## src/rtl/sseg_pkg.sv

```systemverilog
// rtl/sseg_pkg.sv - shared constants and segment decode for the scan multiplexer
package sseg_pkg;

    // Supported digit counts
    localparam int MIN_DIGITS = 1;
    localparam int MAX_DIGITS = 8;

    // All segments off (active-low pins)
    localparam logic [6:0] SEG_BLANK = 7'h7F;

    // Active-low a..g pattern for a nibble; A-F only shown in hex mode
    function automatic logic [6:0] hex_to_seg(input logic [3:0] nibble, input logic hex_mode);
        logic [6:0] s;
        case (nibble)
            4'h0: s = 7'h01;
            4'h1: s = 7'h4F;
            4'h2: s = 7'h12;
            4'h3: s = 7'h06;
            4'h4: s = 7'h4C;
            4'h5: s = 7'h24;
            4'h6: s = 7'h20;
            4'h7: s = 7'h0F;
            4'h8: s = 7'h00;
            4'h9: s = 7'h04;
            4'hA: s = hex_mode ? 7'h08 : SEG_BLANK;
            4'hB: s = hex_mode ? 7'h60 : SEG_BLANK;
            4'hC: s = hex_mode ? 7'h31 : SEG_BLANK;
            4'hD: s = hex_mode ? 7'h42 : SEG_BLANK;
            4'hE: s = hex_mode ? 7'h30 : SEG_BLANK;
            default: s = hex_mode ? 7'h38 : SEG_BLANK;
        endcase
        return s;
    endfunction

endpackage

```

## src/rtl/sseg_scan_mux_if.sv

```systemverilog
// rtl/sseg_scan_mux_if.sv - display value load handshake between datapath and driver
interface sseg_scan_mux_if #(
    parameter int N_DIGITS = 4
);
    logic [4*N_DIGITS-1:0] digits_in;
    logic [N_DIGITS-1:0]   dp_in;
    logic                  load;
    logic                  load_ack;

    // Datapath side: offers a new value, sees when it reaches the display
    modport master (
        output digits_in,
        output dp_in,
        output load,
        input  load_ack
    );

    // Driver side
    modport slave (
        input  digits_in,
        input  dp_in,
        input  load,
        output load_ack
    );
endinterface

```

## src/rtl/sseg_decoder.sv

```systemverilog
// rtl/sseg_decoder.sv - combinational nibble to active-low segment decoder
module sseg_decoder
    import sseg_pkg::*;
(
    input  logic [3:0] nibble,
    input  logic       hex_mode,
    input  logic       blank,
    output logic [6:0] seg
);

    // Blanking overrides the decoded glyph
    always_comb begin
        seg = blank ? SEG_BLANK : hex_to_seg(nibble, hex_mode);
    end

endmodule

```

## src/rtl/sseg_scan_mux.sv

```systemverilog
// rtl/sseg_scan_mux.sv - time-multiplexed common-anode 7-segment driver with tear-free updates
module sseg_scan_mux
    import sseg_pkg::*;
#(
    parameter int N_DIGITS    = 4,
    parameter int REFRESH_DIV = 2**16,
    parameter int BRIGHT_W    = 3
) (
    input  logic                clk,
    input  logic                rst,
    sseg_scan_mux_if.slave      bus,
    input  logic                hex_mode,
    input  logic                lz_blank,
    input  logic [BRIGHT_W-1:0] brightness,
    output logic [6:0]          seg,
    output logic                dp,
    output logic [N_DIGITS-1:0] an,
    output logic                frame_start
);

    localparam int PW = (REFRESH_DIV > 1) ? $clog2(REFRESH_DIV) : 1;
    localparam int IW = (N_DIGITS > 1) ? $clog2(N_DIGITS) : 1;
    localparam logic [PW-1:0] PRESC_MAX = PW'(REFRESH_DIV - 1);
    localparam logic [IW-1:0] IDX_MAX   = IW'(N_DIGITS - 1);

    logic [PW-1:0]         presc;
    logic [IW-1:0]         idx;
    logic                  tick;
    logic                  boundary;

    logic [4*N_DIGITS-1:0] staging_digits;
    logic [N_DIGITS-1:0]   staging_dp;
    logic [4*N_DIGITS-1:0] shadow_digits;
    logic [N_DIGITS-1:0]   shadow_dp;
    logic                  pending;
    logic                  load_ack_r;

    logic [N_DIGITS-1:0]   lz_vec;
    logic                  upper_zero;
    logic [3:0]            cur_nib;
    logic                  cur_dp;
    logic                  cur_lz;
    logic [6:0]            seg_next;
    logic [N_DIGITS-1:0]   an_next;
    logic [BRIGHT_W-1:0]   ph;

    assign tick     = (presc == PRESC_MAX);
    assign boundary = tick && (idx == IDX_MAX);
    assign ph       = presc[BRIGHT_W-1:0];
    assign bus.load_ack = load_ack_r;

    // Slot prescaler and digit index; index steps once per slot
    always_ff @(posedge clk or posedge rst) begin
        if (rst) begin
            presc <= '0;
            idx   <= '0;
        end else begin
            presc <= tick ? '0 : presc + 1'b1;
            if (tick) begin
                idx <= (idx == IDX_MAX) ? '0 : idx + 1'b1;
            end
        end
    end

    // Double buffer: loads land in staging, shadow only changes at the frame boundary
    always_ff @(posedge clk or posedge rst) begin
        if (rst) begin
            staging_digits <= '0;
            staging_dp     <= '0;
            shadow_digits  <= '0;
            shadow_dp      <= '0;
            pending        <= 1'b0;
            load_ack_r     <= 1'b0;
        end else if (boundary) begin
            // A load on the boundary itself bypasses staging so it is not deferred a frame
            if (bus.load) begin
                shadow_digits  <= bus.digits_in;
                shadow_dp      <= bus.dp_in;
                staging_digits <= bus.digits_in;
                staging_dp     <= bus.dp_in;
            end else if (pending) begin
                shadow_digits <= staging_digits;
                shadow_dp     <= staging_dp;
            end
            pending    <= 1'b0;
            load_ack_r <= bus.load || pending;
        end else begin
            load_ack_r <= 1'b0;
            if (bus.load) begin
                staging_digits <= bus.digits_in;
                staging_dp     <= bus.dp_in;
                pending        <= 1'b1;
            end
        end
    end

    // Leading-zero map and selection of the active digit from the shadow copy
    always_comb begin
        upper_zero = 1'b1;
        lz_vec     = '0;
        cur_nib    = 4'h0;
        cur_dp     = 1'b0;
        cur_lz     = 1'b0;
        for (int i = N_DIGITS - 1; i >= 0; i--) begin
            upper_zero = upper_zero && (shadow_digits[4*i +: 4] == 4'h0);
            lz_vec[i]  = (i != 0) && upper_zero;
        end
        for (int i = 0; i < N_DIGITS; i++) begin
            if (idx == IW'(i)) begin
                cur_nib = shadow_digits[4*i +: 4];
                cur_dp  = shadow_dp[i];
                cur_lz  = lz_vec[i];
            end
        end
    end

    sseg_decoder u_decoder (
        .nibble   (cur_nib),
        .hex_mode (hex_mode),
        .blank    (lz_blank && cur_lz),
        .seg      (seg_next)
    );

    // PWM gates only the anode; segments keep tracking the slot
    always_comb begin
        an_next = (ph < brightness) ? ~(N_DIGITS'(1) << idx) : '1;
    end

    // Registered pin drivers and frame marker
    always_ff @(posedge clk or posedge rst) begin
        if (rst) begin
            seg         <= SEG_BLANK;
            dp          <= 1'b1;
            an          <= '1;
            frame_start <= 1'b0;
        end else begin
            seg         <= seg_next;
            dp          <= ~cur_dp;
            an          <= an_next;
            frame_start <= boundary;
        end
    end

endmodule

```

## src/flat_wrapper.sv

```systemverilog
// flat-port wrapper written by rule: the top's interface ports become plain ports
module sseg_scan_mux_flat import sseg_pkg::*;
#(
    parameter int N_DIGITS    = 4,
    parameter int REFRESH_DIV = 2**16,
    parameter int BRIGHT_W    = 3
)
  (clk, rst, hex_mode, lz_blank, brightness, seg, dp, an, frame_start, bus_digits_in, bus_dp_in, bus_load, bus_load_ack);
  sseg_scan_mux_if #(.N_DIGITS(N_DIGITS)) bus_i ();
  input  logic clk;
  input  logic rst;
  input  logic hex_mode;
  input  logic lz_blank;
  input  logic [BRIGHT_W-1:0] brightness;
  output logic [6:0] seg;
  output logic dp;
  output logic [N_DIGITS-1:0] an;
  output logic frame_start;
  input wire logic [$bits(bus_i.digits_in)-1:0] bus_digits_in;
  input wire logic [$bits(bus_i.dp_in)-1:0] bus_dp_in;
  input wire logic [$bits(bus_i.load)-1:0] bus_load;
  output wire logic [$bits(bus_i.load_ack)-1:0] bus_load_ack;
  assign bus_i.digits_in = bus_digits_in;
  assign bus_i.dp_in = bus_dp_in;
  assign bus_i.load = bus_load;
  assign bus_load_ack = bus_i.load_ack;
  sseg_scan_mux #(.N_DIGITS(N_DIGITS), .REFRESH_DIV(REFRESH_DIV), .BRIGHT_W(BRIGHT_W)) u_core (.clk(clk), .rst(rst), .bus(bus_i), .hex_mode(hex_mode), .lz_blank(lz_blank), .brightness(brightness), .seg(seg), .dp(dp), .an(an), .frame_start(frame_start));
endmodule
```

## config.mk

```make
export PLATFORM = sky130hd
export DESIGN_NAME = sseg_scan_mux_flat
export DESIGN_NICKNAME = d
export VERILOG_FILES = /design/src/rtl/sseg_pkg.sv /design/src/rtl/sseg_scan_mux_if.sv /design/src/rtl/sseg_decoder.sv /design/src/rtl/sseg_scan_mux.sv /design/src/flat_wrapper.sv
export SDC_FILE = /design/constraint.sdc
export NUM_CORES = 1
export LEC_CHECK = 0
export CORE_UTILIZATION = 35
export CTS_BUF_LIST = sky130_fd_sc_hd__clkbuf_16
export CTS_CLUSTER_DIAMETER = 120
export DETAILED_ROUTE_END_ITERATION = 10
export GPL_TIMING_DRIVEN = 0
export PLACE_DENSITY = 0.56
export REMOVE_ABC_BUFFERS = 1
export SYNTH_ARGS = -nofsm -noshare
export SYNTH_HDL_FRONTEND = slang
export SYNTH_SLANG_ARGS = --single-unit
export TNS_END_PERCENT = 30
```

## constraint.sdc

```tcl
create_clock -name clk -period 2.5 [get_ports clk]
set_input_delay 0.625 -clock clk [delete_from_list [all_inputs] [get_ports clk]]
set_output_delay 0.625 -clock clk [all_outputs]
set_load 0.01 [all_outputs]
```

==> metrics.cfg, run 1 <==
[cts]
clock_path_buffers=2
cts_num_sinks=73
ctsRootBufferMaster=clkbuf_16
cts_buffers=9
cts_tree=yes
cts.clk_slew.worst_paths_ns=0.06
htreeDepth=3
clkLatencyLatePin_ns=0.33
postCtsHoldBufs=0

[setup_path]
arrival_ns=2.57
worst_setup_path_startpoint=u_core.idx[0]$_DFFE_PP0N_
crit_path_top_delay_cell=dfrtp_1
worstPathCellList=inv_1 -> ha_1 -> or2_1 -> a221oi_1 -> nor2_2 -> or2_1 -> a221oi_1 -> a31oi_1
r2r_slack_ns=0.16
ff2ff_path_depth=8
r2r-end=u_core.seg[0]$_DFF_PP1_
worstPathMaxFanout=10
end_kind=register
r2r-start=u_core.idx[0]$_DFFE_PP0N_
worst_ep_required_time_ns=2.73
crit_path_end=u_core.seg[0]$_DFF_PP1_
cpPeakStageDelay_ns=0.38
start_kind=register
path_class=register to register

[grt]
antenna_found_initial=0
overflow=0
grt_pass1_vias=2148
grt_use_total_pct=14.0
grt_first_pass_wirelength_mm=10.7
grt_max_degree=53

[die]
ioPinCount=42
die_y_um=99.3
initial_utilization_pct=36.0
die_w_um=99.3
dieArea_sq_um=9860
rows=35
core_area_sq_um=9200

[synth]
netlist_area_sq_um=3310
synth_cells=264
synth_area_per_cell_sq_um=12.5
ys_seq_area_share_pct=55.6
ys_ff_latch=73
yosys_warnings=0
synthDistinctLibCells=45

[placed_design]
dp_hpwl_mm=4.06
gp_congestion=0.775
placedCellCount=408
io_buffer_count=41
dp_slack_ns=-1.30

[finish]
drive_gt1_share_pct=28.1
filler_cell_count=850
fin_cells=435
diodes=0
nets=354
syn_to_final_growth_pct=28.8

[sta]
tightest_slew_ns=0.575
finalWorstSetupSlack_ns=0.159
period_share_pct=93.6
tns_ns=0
fin_crit_ns=2.34
max_slew_margin_pct=61.7
hold_viol=0
skew_ns=0.00773
max_freq_mhz=427
hold_ws_ns=0.461
setup_viol=0
rsz0062_at_grt=no
drv_slew=0

[power_and_ir_drop]
power_density_nw_per_um2=610
power_w=0.00260
ir_drop_v=0.000366
leakagePower_nw=1.83

[drt]
drc=0
wl_per_cell_um=14.6
viasPerCell=4.97
drtIter0Drc=75
drtAntennaViolNets=0
vias=2160
wl_mm=6.34
first_pass_iters=5

[run_status]
status=complete, no violations

[min_path]
hold_class=register to register

[job]
cap_violations=0

cell usage after synthesis, drive strengths merged:
master	n	area [sq um]
a21o	1	7.51
a21oi	8	40.0
a221oi	4	35.0
a22o	1	8.76
a22oi	2	15.0
a31oi	2	12.5
and2	2	12.5
and3	2	17.5
and4	2	17.5
buf	5	37.5
clkbuf	4	15.0
dfrtp	61	1530
dfstp	12	315
ha	7	87.6
inv	8	30.0
mux2	40	522
mux2i	1	10.0
nand2	15	56.3
nand2b	6	37.5
nand3	9	50.1
nand4	2	12.5
nor2	24	100
nor2b	3	21.3
nor3b	2	26.3
nor4	1	6.26
o21a	2	15.0
o21ai	11	55.1
o221a	1	11.3
o221ai	1	8.76
o22ai	4	25.0
o311a	1	10.0
o31ai	2	15.0
or2	2	12.5
or4	1	7.51
xnor2	9	78.8
xor2	6	52.6
layout make-up:
type | instances | area, sq um | share of cell area, %
clock buffers | 9 | 225 | 5.28
clock inverters | 7 | 62.6 | 1.47
inverters | 8 | 36.3 | 0.850
multi-input cells | 175 | 1430 | 33.5
flip-flops and latches | 73 | 1840 | 43.2
well taps | 111 | 139 | 3.26
repair buffers | 52 | 533 | 12.5
power breakdown:
group | switching (W) | internal [W] | total, W
clock | 0.000483 | 0.000761 | 0.00124
sequential | 0.00000724 | 0.00122 | 0.00122
combinational | 0.0000585 | 0.0000748 | 0.000133
sequential cells by signal (all words and copies together), names as in the netlist:
| signal | count |
|---|---|
| u_core.presc | 16 |
| u_core.shadow_dp | 4 |
| u_core.seg | 7 |
| u_core.an | 4 |
| u_core.staging_digits | 16 |
| u_core.idx | 2 |
| u_core.staging_dp | 4 |
| u_core.dp | 1 |
| u_core.frame_start | 1 |
| u_core.pending | 1 |
| u_core.bus.load_ack | 1 |
| u_core.shadow_digits | 16 |
cell usage in the layout (no fill, tap or decap), drive strengths merged, types with 2 or more instances in the layout:
cell type      instances
inv                    8
clkdlybuf4s50         40
a221oi                 4
and3                   2
nor3b                  3
clkbuf                10
o31ai                  2
dfrtp                 61
nand2b                 6
and4                   2
o21a                   2
dfstp                 12
xnor2                  9
o22ai                  4
ha                     7
clkinv                 4
and2                   2
nand2                 15
a31oi                  2
nor2b                  3
clkinvlp               2
xor2                   6
o21ai                 11
nand4                  2
nand3                  9
mux2                  40
or2                    2
a21oi                  8
a22oi                  2
nor2                  24
buf                   11
how the worst min path moves through the flow:
| stage | end | cells past startpoint | start | slack [ns] |
|---|---|---|---|---|
| after floorplan | u_core.dp$_DFF_PP1_ | 1 | u_core.shadow_dp[3]$_DFFE_PP0P_ | 0.39 |
| after global placement | u_core.dp$_DFF_PP1_ | 1 | u_core.shadow_dp[3]$_DFFE_PP0P_ | 0.43 |
| after detailed placement | u_core.dp$_DFF_PP1_ | 1 | u_core.shadow_dp[3]$_DFFE_PP0P_ | 0.46 |
| after CTS | u_core.dp$_DFF_PP1_ | 1 | u_core.shadow_dp[3]$_DFFE_PP0P_ | 0.46 |
| after global routing | u_core.dp$_DFF_PP1_ | 1 | u_core.shadow_dp[3]$_DFFE_PP0P_ | 0.48 |
| final | u_core.dp$_DFF_PP1_ | 1 | u_core.shadow_dp[3]$_DFFE_PP0P_ | 0.46 |
layer usage:
metal	GRT usage (%)	wire (um)	part of all wire, %
met4	5.43	90	1.4
met3	3.65	210	3.3
met1	18.6	3080	48
met2	21.8	2970	47
met5	0	0	0
worst max-delay path: cells and delay by family (launching register included):
family                   cells  cell delay (ns)
adder cells (fa/ha/maj)      1             0.30
AND/OR/NAND/NOR              3             0.81
buffers and inverters        1             0.10
AO/OA/AOI/OAI                3             0.67
flip-flops                   1             0.38
cells by family after synthesis:
kind of cell               Yosys count  share of synthesized area (%)
buffers and inverters               17                           2.49
adders and majority gates            7                           2.64
muxes                               41                           16.1
DFF                                 73                           55.6
xor gates and xnor gates            15                           3.97
AOI/OAI and AO/OA                   40                           7.82
and+or+nand+nor                     71                           11.4
timing repair:
action / CTS / global route
pin swaps: 1 / 1
setup buffers: 5 / 5
endpoints found under the setup margin: 26 / 26
gates resized for setup: 4 / 6
cloned: 1 / 0
metrics by stage:
| stage | cell area (sq um) | util, % |
|---|---|---|
| floorplan | 3260 | - |
| global placement | 3810 | 41.4 |
| detailed placement | 3840 | 41.7 |
| CTS | 4200 | 45.7 |
| global route | 4270 | 46.4 |
| finish | 4270 | 46.4 |
(Power assumes the default switching activity.)
==> run 2: changes to the inputs <==
RECOVER_POWER = 50   (was default)
==> metrics.cfg, run 2 (synthesized netlist as in run 1, its figures left out) <==
[run_status]
status=complete, no violations  ; unchanged

[drt]
wl_per_cell_um=14.7  ; was 14.6 um
drc=0  ; unchanged
wl_met2_mm=3.01  ; was 2.97 mm
drtIter0Drc=74  ; was 75
wl_mm=6.38  ; was 6.34 mm
drtAntennaViolNets=0  ; unchanged
highest-signal-layer=met4  ; unchanged
vias=2166  ; was 2160
first_pass_iters=5  ; unchanged
met3_length_um=225  ; was 210 um
met1Wirelength_mm=3.05  ; was 3.08 mm
viasPerCell=4.98  ; was 4.97

[die]
die_w_um=99.3  ; unchanged
dieArea_sq_um=9860  ; unchanged
rows=35  ; unchanged
die_y_um=99.3  ; unchanged
core_area_sq_um=9200  ; unchanged
initial_utilization_pct=36.0  ; unchanged
ioPinCount=42  ; unchanged

[finish]
drive_gt1_share_pct=28.1  ; unchanged
nets=354  ; unchanged
final_cell_mix=61 x dfrtp_1, 39 x clkdlybuf4s50_1, 21 x mux2_2  ; was 61 x dfrtp_1, 40 x clkdlybuf4s50_1, 21 x mux2_2
filler_cell_count=853  ; was 850
fin_util_pct=46.2  ; was 46.4%
diodes=0  ; unchanged
reg.largest.list=u_core.presc: 16 flops, u_core.shadow_digits: 16 flops, u_core.staging_digits: 16 flops  ; unchanged
final_common_cell=dfrtp_1  ; unchanged
syn_to_final_growth_pct=28.2  ; was 28.8%
stdcell_area_sq_um=4250  ; was 4270 sq um

[grt]
grt_first_pass_wirelength_mm=10.7  ; unchanged
overflow=0  ; unchanged
grt_max_degree=53  ; unchanged
grt_pass1_vias=2148  ; unchanged
grt_use_total_pct=14.0  ; unchanged
antenna_found_initial=0  ; unchanged

[sta]
drv_slew=0  ; unchanged
tightest_slew_ns=0.917  ; was 0.575 ns
setup_viol=0  ; unchanged
hold_viol=0  ; unchanged
skew_ns=0.00737  ; was 0.00773 ns
fin_crit_ns=2.33  ; was 2.34 ns
max_freq_mhz=429  ; was 427 MHz
rsz0062_at_grt=no  ; unchanged
max_slew_margin_pct=38.5  ; was 61.7%
period_share_pct=93.2  ; was 93.6%

[setup_path]
arrival_ns=2.54  ; was 2.57 ns
worstPathCellList=ha_1 -> nand3_1 -> nor2_2 -> nand2_1 -> nor2_4 -> buf_12 -> nor3b_4 -> buf_12 -> mux2_2  ; was inv_1 -> ha_1 -> or2_1 -> a221oi_1 -> nor2_2 -> or2_1 -> a221oi_1 -> a31oi_1
cpMostUsedCell=buf_12
path_class=register to register  ; unchanged
worst_ep_required_time_ns=2.71  ; was 2.73 ns
worstPathMaxFanout=13  ; was 10
start_kind=register  ; unchanged
r2r_slack_ns=0.17  ; was 0.16 ns
end_kind=register  ; unchanged
cpPeakStageDelay_ns=0.41  ; was 0.38 ns
crit_path_top_delay_cell=dfrtp_1  ; unchanged

[power_and_ir_drop]
pwr-share-clk_pct=47.9  ; about the same
p_int_w=0.00205  ; about the same
p_switching_w=0.000549  ; about the same
swShare_pct=21.1  ; about the same
power_w=0.00260  ; about the same
power.share.sequential_pct=47.1  ; was 47.0%
ir_drop_v=0.000365  ; was 0.000366 V
leakagePower_nw=1.82  ; was 1.83 nW
power_density_nw_per_um2=612  ; was 610 nW/um^2
pwr-share-comb_pct=4.9  ; was 5.1%

[cts]
cts_num_sinks=73  ; unchanged
cts_buffers=9  ; unchanged
ctsRootBufferMaster=clkbuf_16  ; unchanged
cts_tree=yes  ; unchanged
htreeDepth=3  ; unchanged
clock_path_buffers=2  ; unchanged
cts.clk_slew.worst_paths_ns=0.06  ; about the same
clkLatencyLatePin_ns=0.33  ; about the same

[job]
cap_violations=0  ; unchanged

[placed_design]
io_buffer_count=41  ; unchanged
dp_hpwl_mm=4.06  ; unchanged
place_area_sq_um=3840  ; unchanged
gp_congestion=0.775  ; unchanged

[min_path]
hold_class=register to register  ; unchanged

[run 2: changes by cell type in the layout (fill, tap and decap cells not counted), sizes merged]
cell and delta:
buf -1, clkdlybuf4s50 -1, clkbuf +1, inv -1, clkinvlp +1, dlygate4sd3 +1
[run 2: what timing repair did]
action | 4_1_cts | 5_1_grt
setup endpoints to repair | 26 | 26
buffers inserted | 5 | 5
resized for setup | 4 | 6
pin swaps | 1 | 1
endpoints found under the hold margin | 0 | 0
hold buffers | 0 | 0
gates cloned | 1 | 0
[run 2: layer usage]
layer | track usage (%) | vias up
met1 | 18.6 | 1076
li1 | - | 1036
met2 | 21.8 | 44
met3 | 3.65 | 10
met5 | 0 | -
met4 | 5.43 | 0
[run 2: area by class of cell]
type / count / area (sq um) / share of cell area, %
inverter: 8 / 35.0 / 0.825
tap: 111 / 139 / 3.27
timing repair buffer: 52 / 513 / 12.1
clock inverter: 7 / 62.6 / 1.47
multi-input combinational: 175 / 1430 / 33.7
clock buffer: 9 / 225 / 5.31
sequential: 73 / 1840 / 43.4
[run 2: power by group through the flow]
stage               combinational [W]  clock, W  sequential (W)
finish                       0.000128   0.00124         0.00122
global route                 0.000142   0.00133         0.00123
CTS                          0.000138   0.00128         0.00122
detailed placement           0.000138         0         0.00124
global placement             0.000130         0         0.00124
floorplan                   0.0000641         0         0.00124
[run 2: per-stage QoR]
stage	TNS (ns)	hold WS [ns]	setup WS [ns]	std cells
2_1_floorplan	-3.41	0.389	-0.232	255
3_3_place_gp	-106.90	0.428	-1.26	407
3_5_place_dp	-25.80	0.456	-1.30	408
4_1_cts	0	0.460	0.0329	430
5_1_grt	0	0.478	0.00863	435
6_report	0	0.462	0.170	435
[run 2: path summary, 6_finish.rpt]
path                                                 startpoint                                   end  depth (start not counted)
worst min register to register  u_core.shadow_dp[3]$_DFFE_PP0P_                   u_core.dp$_DFF_PP1_                          1
worst max-delay path                  u_core.presc[0]$_DFF_PP0_  u_core.shadow_digits[11]$_DFFE_PP0P_                          9
worst max register to register        u_core.presc[0]$_DFF_PP0_  u_core.shadow_digits[11]$_DFFE_PP0P_                          9
max in group asynchronous                                   rst  u_core.staging_digits[8]$_DFFE_PP0P_                          3
worst min-delay path            u_core.shadow_dp[3]$_DFFE_PP0P_                   u_core.dp$_DFF_PP1_                          1
min in group asynchronous                                   rst  u_core.shadow_digits[13]$_DFFE_PP0P_                          2
[run 2: critical path: cells and delay by family (launching register included)]
| family | cells | cell delay, ns |
|---|---|---|
| AND/OR/NAND/NOR | 5 | 0.93 |
| multiplexers | 1 | 0.33 |
| flip-flops | 1 | 0.41 |
| buffers and inverters | 2 | 0.32 |
| adder cells (fa/ha/maj) | 1 | 0.21 |
==> run 3: changes to the inputs <==
PLACE_DENSITY = default   (was 0.56)
PLACE_DENSITY_LB_ADDON = 0.1   (was default)
REMOVE_ABC_BUFFERS = default   (was 1)
==> metrics.cfg, run 3 (synthesized netlist as in run 1, its figures left out) <==
[cts]
htreeDepth=3  ; unchanged
cts_tree=yes  ; unchanged
cts_buffers=9  ; unchanged
cts.clk_slew.worst_paths_ns=0.05  ; was 0.06 ns
clock_path_buffers=2  ; unchanged
cts_setup_buffers=0  ; was 5
postCtsHoldBufs=0  ; unchanged
cts_num_sinks=73  ; unchanged
ctsRootBufferMaster=clkbuf_16  ; unchanged
clkLatencyLatePin_ns=0.33  ; about the same

[setup_path]
arrival_ns=2.53  ; was 2.54 ns
worstPathMaxFanout=10  ; was 13
start_kind=register  ; unchanged
end_kind=register  ; unchanged
path_buf_inv=2  ; unchanged
path_class=register to register  ; unchanged
crit_path_top_delay_cell=dfrtp_1  ; unchanged
critical_path.top_delay_family=compound AO/OA/AOI/OAI gates  ; was simple AND/OR/NAND/NOR gates
cpPeakStageDelay_ns=0.39  ; was 0.41 ns
worst_ep_required_time_ns=2.73  ; was 2.71 ns
worstPathCellList=ha_1 -> inv_1 -> o22ai_1 -> nor2_4 -> or2_1 -> clkbuf_1 -> a21oi_1 -> a221oi_1  ; was ha_1 -> nand3_1 -> nor2_2 -> nand2_1 -> nor2_4 -> buf_12 -> nor3b_4 -> buf_12 -> mux2_2

[drt]
highest-signal-layer=met4  ; unchanged
drtIter0Drc=81  ; was 74
viasPerCell=4.80  ; was 4.98
vias=2080  ; was 2166
wl_mm=6.26  ; was 6.38 mm
drc=0  ; unchanged
met3_length_um=211  ; was 225 um
first_pass_iters=4  ; was 5
drtAntennaViolNets=0  ; unchanged
met1Wirelength_mm=3.22  ; was 3.05 mm
wl_met2_mm=2.73  ; was 3.01 mm
wl_per_cell_um=14.5  ; was 14.7 um

[finish]
syn_to_final_growth_pct=26.3  ; was 28.2%
regArea_sq_um=1840  ; unchanged
final_common_cell=dfrtp_1  ; unchanged
reg.largest.list=u_core.presc: 16 flops, u_core.shadow_digits: 16 flops, u_core.staging_digits: 16 flops  ; unchanged
multi_input_area_sq_um=1410  ; was 1430 sq um
diodes=0  ; unchanged
drive_gt1_share_pct=25.8  ; was 28.1%
final_cell_mix=61 x dfrtp_1, 40 x clkdlybuf4s50_1, 21 x mux2_2, 21 x nor2_1, 19 x mux2_4  ; was 61 x dfrtp_1, 39 x clkdlybuf4s50_1, 21 x mux2_2
nets=352  ; was 354
filler_cell_count=863  ; was 853

[grt]
overflow=0  ; unchanged
grt_pass1_vias=2128  ; was 2148
grt_first_pass_wirelength_mm=10.6  ; was 10.7 mm
grt_use_total_pct=14.2  ; was 14.0%
antenna_found_initial=0  ; unchanged
grt_max_degree=63  ; was 53

[placed_design]
dp_hpwl_mm=4.30  ; was 4.06 mm
io_buffer_count=41  ; unchanged
gp_congestion=0.756  ; was 0.775
dp_slack_ns=-0.0243  ; was -1.30 ns

[job]
cap_violations=0  ; unchanged

[synth]
synth_nets=299

[die]
rows=35  ; unchanged
ioPinCount=42  ; unchanged
die_w_um=99.3  ; unchanged
core_area_sq_um=9200  ; unchanged
dieArea_sq_um=9860  ; unchanged
initial_utilization_pct=36.0  ; unchanged
die_y_um=99.3  ; unchanged

[power_and_ir_drop]
power_w=0.00258  ; was 0.00260 W
ir_drop_v=0.000370  ; was 0.000365 V
leakagePower_nw=1.80  ; was 1.82 nW
power_density_nw_per_um2=618  ; was 612 nW/um^2

[sta]
period_share_pct=92.1  ; was 93.2%
max_slew_margin_pct=43.6  ; was 38.5%
finalWorstSetupSlack_ns=0.197  ; was 0.170 ns
setup_viol=0  ; unchanged
rsz0062_at_grt=no  ; unchanged
drv_slew=0  ; unchanged
skew_ns=0.0107  ; was 0.00737 ns
tightest_slew_ns=0.847  ; was 0.917 ns
max_freq_mhz=434  ; was 429 MHz
fin_crit_ns=2.30  ; was 2.33 ns
hold_viol=0  ; unchanged

[min_path]
hold_class=register to register  ; unchanged

[run_status]
status=complete, no violations  ; unchanged

==> run 3: cell count changes in the layout (fill, tap and decap cells not counted), moves of 2 or more <==
cell | before | now
buf_6 | 0 | 2
nor2_2 | 3 | 1
buf_4 | 8 | 0
buf_2 | 0 | 3
buf_12 | 2 | 0
clkbuf_1 | 0 | 4
==> run 3: path summary, 6_finish.rpt <==
kind / to / cells after the start / start / slack (ns)
worst max-delay path: u_core.seg[6]$_DFF_PP1_ / 8 / u_core.idx[0]$_DFFE_PP0N_ / 0.20
worst min-delay path: u_core.dp$_DFF_PP1_ / 1 / u_core.shadow_dp[3]$_DFFE_PP0P_ / 0.41
worst max register to register: u_core.seg[6]$_DFF_PP1_ / 8 / u_core.idx[0]$_DFFE_PP0N_ / 0.20
worst min register to register: u_core.dp$_DFF_PP1_ / 1 / u_core.shadow_dp[3]$_DFFE_PP0P_ / 0.41
max in group asynchronous: u_core.shadow_digits[12]$_DFFE_PP0P_ / 3 / rst / 0.50
min in group asynchronous: u_core.staging_digits[6]$_DFFE_PP0P_ / 2 / rst / 0.76
==> run 3: power by group <==
part	total [W]	internal, W	switching [W]
combinational	0.000130	0.0000720	0.0000581
clock	0.00123	0.000761	0.000469
sequential	0.00122	0.00122	0.00000739
==> run 3: final cells by class <==
cell class / count / share of cell area (%)
multi-input combinational: 174 / 33.8
timing repair buffer: 42 / 9.99
clock inverter: 7 / 1.50
inverter: 8 / 0.748
clock buffer: 9 / 5.39
buffer: 9 / 1.26
sequential: 73 / 44.0
tap: 111 / 3.32
==> run 3: stage by stage <==
step | setup TNS (ns) | cells | cell area [sq um] | hold WS [ns] | util [%]
finish | 0 | 433 | 4180 | 0.412 | 45.5
global route | 0 | 433 | 4180 | 0.441 | 45.5
CTS | 0 | 433 | 4180 | 0.412 | 45.4
detailed placement | -0.113 | 417 | 3890 | 0.405 | 42.3
global placement | -87.02 | 416 | 3860 | 0.402 | 42.0
floorplan | 0 | 264 | 3310 | 0.389 | -
==> run 3: layer usage <==
metal / global-route usage [%] / vias up
li1: - / 1036
met1: 20.1 / 1000
met2: 20.6 / 37
met3: 2.95 / 7
met4: 7.47 / 0
met5: 0 / -
==> run 3: worst reg2reg max path: stages, from the launching register on <==
cell	delay [ns]
dfrtp_1	0.39
ha_1	0.29
inv_1	0.29
o22ai_1	0.17
nor2_4	0.25
or2_1	0.14
clkbuf_1	0.25
a21oi_1	0.10
a221oi_1	0.32
==> run 3: what timing repair did <==
| item | 4_1_cts | 5_1_grt |
|---|---|---|
| hold endpoints to repair | 0 | 0 |
| setup endpoints to repair | 0 | 25 |
| gates resized for setup | 0 | 5 |
==> edit (settings of run 2) <==
Make the reset (`rst`) synchronous in 3 clocked blocks.
--- a/src/rtl/sseg_scan_mux.sv
+++ b/src/rtl/sseg_scan_mux.sv
@@ -50,7 +50,7 @@
     assign bus.load_ack = load_ack_r;
 
     // Slot prescaler and digit index; index steps once per slot
-    always_ff @(posedge clk or posedge rst) begin
+    always_ff @(posedge clk) begin
         if (rst) begin
             presc <= '0;
             idx   <= '0;
@@ -63,7 +63,7 @@
     end
 
     // Double buffer: loads land in staging, shadow only changes at the frame boundary
-    always_ff @(posedge clk or posedge rst) begin
+    always_ff @(posedge clk) begin
         if (rst) begin
             staging_digits <= '0;
             staging_dp     <= '0;
@@ -127,7 +127,7 @@
     end
 
     // Registered pin drivers and frame marker
-    always_ff @(posedge clk or posedge rst) begin
+    always_ff @(posedge clk) begin
         if (rst) begin
             seg         <= SEG_BLANK;
             dp          <= 1'b1;
Function: differs if rst is asserted again (counterexample within 4 cycles, from zero or initial values and one cycle with rst high); with rst held inactive, the same outputs for 10 cycles.
==> edit against run 2 <==
- the run now ends with design-rule violations left
- final cell count increased by 16%
- routed wire length shrank 3.0%
- cell area shrank 5.5%
- total power is 0.33% lower
- synthesized area shrank 2.9%
- via count increased by 13%
- critical path depth fell by 1
- sequential cell count is the same
- worst setup slack better by 20 ps
- highest routed layer unchanged
==> edit: results (changes against run 2) <==
metric,value,unit,change
status,"finished, violations left",,
failing checks,design-rule violations,,
vias in the first global route,2280,,+6.1%
largest net degree at the start of global routing,54,,+1.9%
drt initial violations,64,,-14%
Hold EP,u_core.presc[0],,
gpl congestion,0.779,,+0.48%
worst path arrival time,2520,ps,-20 ps
DR vias/cell,4.86,,-2.4%
Num CTS Buffers,9,,unchanged
clk slew on worst S/H paths,60,ps,about the same
sequential fraction of the synthesis area,0.454,,-0.102
filler instances,868,,+1.8%
Synth cell types,47,,+4.4%
Synth area leaders,"dfxtp_1 45%, mux2i_1 6.8%, nor2_1 5.5%",,
Peak VDD IR,355,uV,-2.5%
first-pass GRT wire length,10.5,mm,-1.6%
met3 usage,0.0437,,+0.00712
Reg2Reg Setup Slack,190,ps,+20 ps
hold path startpoint,u_core.presc[0],,
DR DRC count,10,,+10
port buffer count,41,,unchanged
clk buf depth,2,,unchanged
largest stage delay on the critical path,510,ps,+100 ps
CP max FO,13,,unchanged
"Async S/R FF share, synth",0,,-1.00
R2R Path End,u_core.seg[3],,
Post-DP HPWL,4.12,mm,+1.4%
Commonest cells post-synth,"73 x dfxtp_1, 47 x nor2_1, 41 x nand2_1",,
met3 wire len,276,um,+23%
yosys warns,0,,unchanged
Setup Skew,5.76,ps,-1.62 ps
Skew-Pair Late Insertion Delay,330,ps,about the same
htree depth,3,,unchanged
met2 WL,2.71,mm,-10%
Final nets,426,,+20%
# diodes,0,,unchanged
M2 GR Usage,0.223,,+0.00524
registers with the most flip-flops,"u_core.presc (16), u_core.shadow_digits (16), u_core.staging_digits (16)",,
CTS root buffer,clkbuf_16,,
HP Class,reg -> reg,,
initial antenna violation count,0,,unchanged
worst r2r path cells,8,,-1
Pleak,1.58,nW,-13%
met1 usage,0.164,,-0.0221
WL met1,3.08,mm,+0.92%
crit-path leading delay family,compound AO/OA/AOI/OAI gates,,
gr usage total,0.138,,-0.00143
TritonRoute pass-1 iters,7,,+2
"Slowest-stage cell, CP",a221o_1,,
share of cells above drive strength 1,0.124,,-0.157
worst reg2reg startpoint,u_core.idx[1],,
hold path depth,1,,unchanged
Slew @ Worst Pin,861,ps,-55.9 ps
DRT Wirelength,6.19,mm,-3.0%
## edit: area by class of cell
type / count / share of cell area
Clock buffer: 9 / 0.0562
Timing Repair Buffer: 46 / 0.115
Clock inverter: 7 / 0.0156
Multi-Input combinational cell: 253 / 0.408
Inverter: 8 / 0.00749
Sequential cell: 73 / 0.364
Tap cell: 108 / 0.0337
## edit: what timing repair did
| item | CTS | global route |
|---|---|---|
| setup buffers | 0 | 3 |
| gates resized for setup | 3 | 4 |
| endpoints found under the setup margin | 21 | 22 |
## edit: worst max path at each step
stage / start / end / slack, ps
floorplan: u_core.presc[0] / u_core.shadow_digits[2] / -180
global placement: bus_load / u_core.shadow_digits[5] / -1740
detailed placement: bus_load / u_core.shadow_digits[12] / -860
CTS: u_core.presc[0] / u_core.shadow_digits[4] / 70
global route: u_core.idx[1] / u_core.seg[5] / 8
finish: u_core.idx[1] / u_core.seg[3] / 190
## edit: per-stage QoR
| stage | hold WS (ps) | util | cells | area, um^2 | worst slack, ps |
|---|---|---|---|---|---|
| after floorplan | 433 | - | 334 | 3120 | -185 |
| after global placement | 455 | 0.416 | 483 | 3660 | -1740 |
| after detailed placement | 462 | 0.419 | 485 | 3690 | -859 |
| after CTS | 474 | 0.451 | 501 | 3980 | 68.4 |
| after global routing | 498 | 0.455 | 504 | 4010 | 8.10 |
| final | 468 | 0.455 | 504 | 4010 | 190 |
## edit: cells by family after synthesis
group / synth area share
AO/OA/AOI/OAI: 0.147
XOR/XNOR: 0.0381
adder cells (fa/ha/maj): 0.0272
buffers and inverters: 0.0405
flip-flops: 0.454
multiplexers: 0.0685
AND/OR/NAND/NOR: 0.224
## edit: power breakdown
| group | internal, W | switching (W) |
|---|---|---|
| Sequential | 0.00120 | 0.0000106 |
| Clock | 0.000761 | 0.000476 |
| Combinational | 0.0000816 | 0.0000636 |
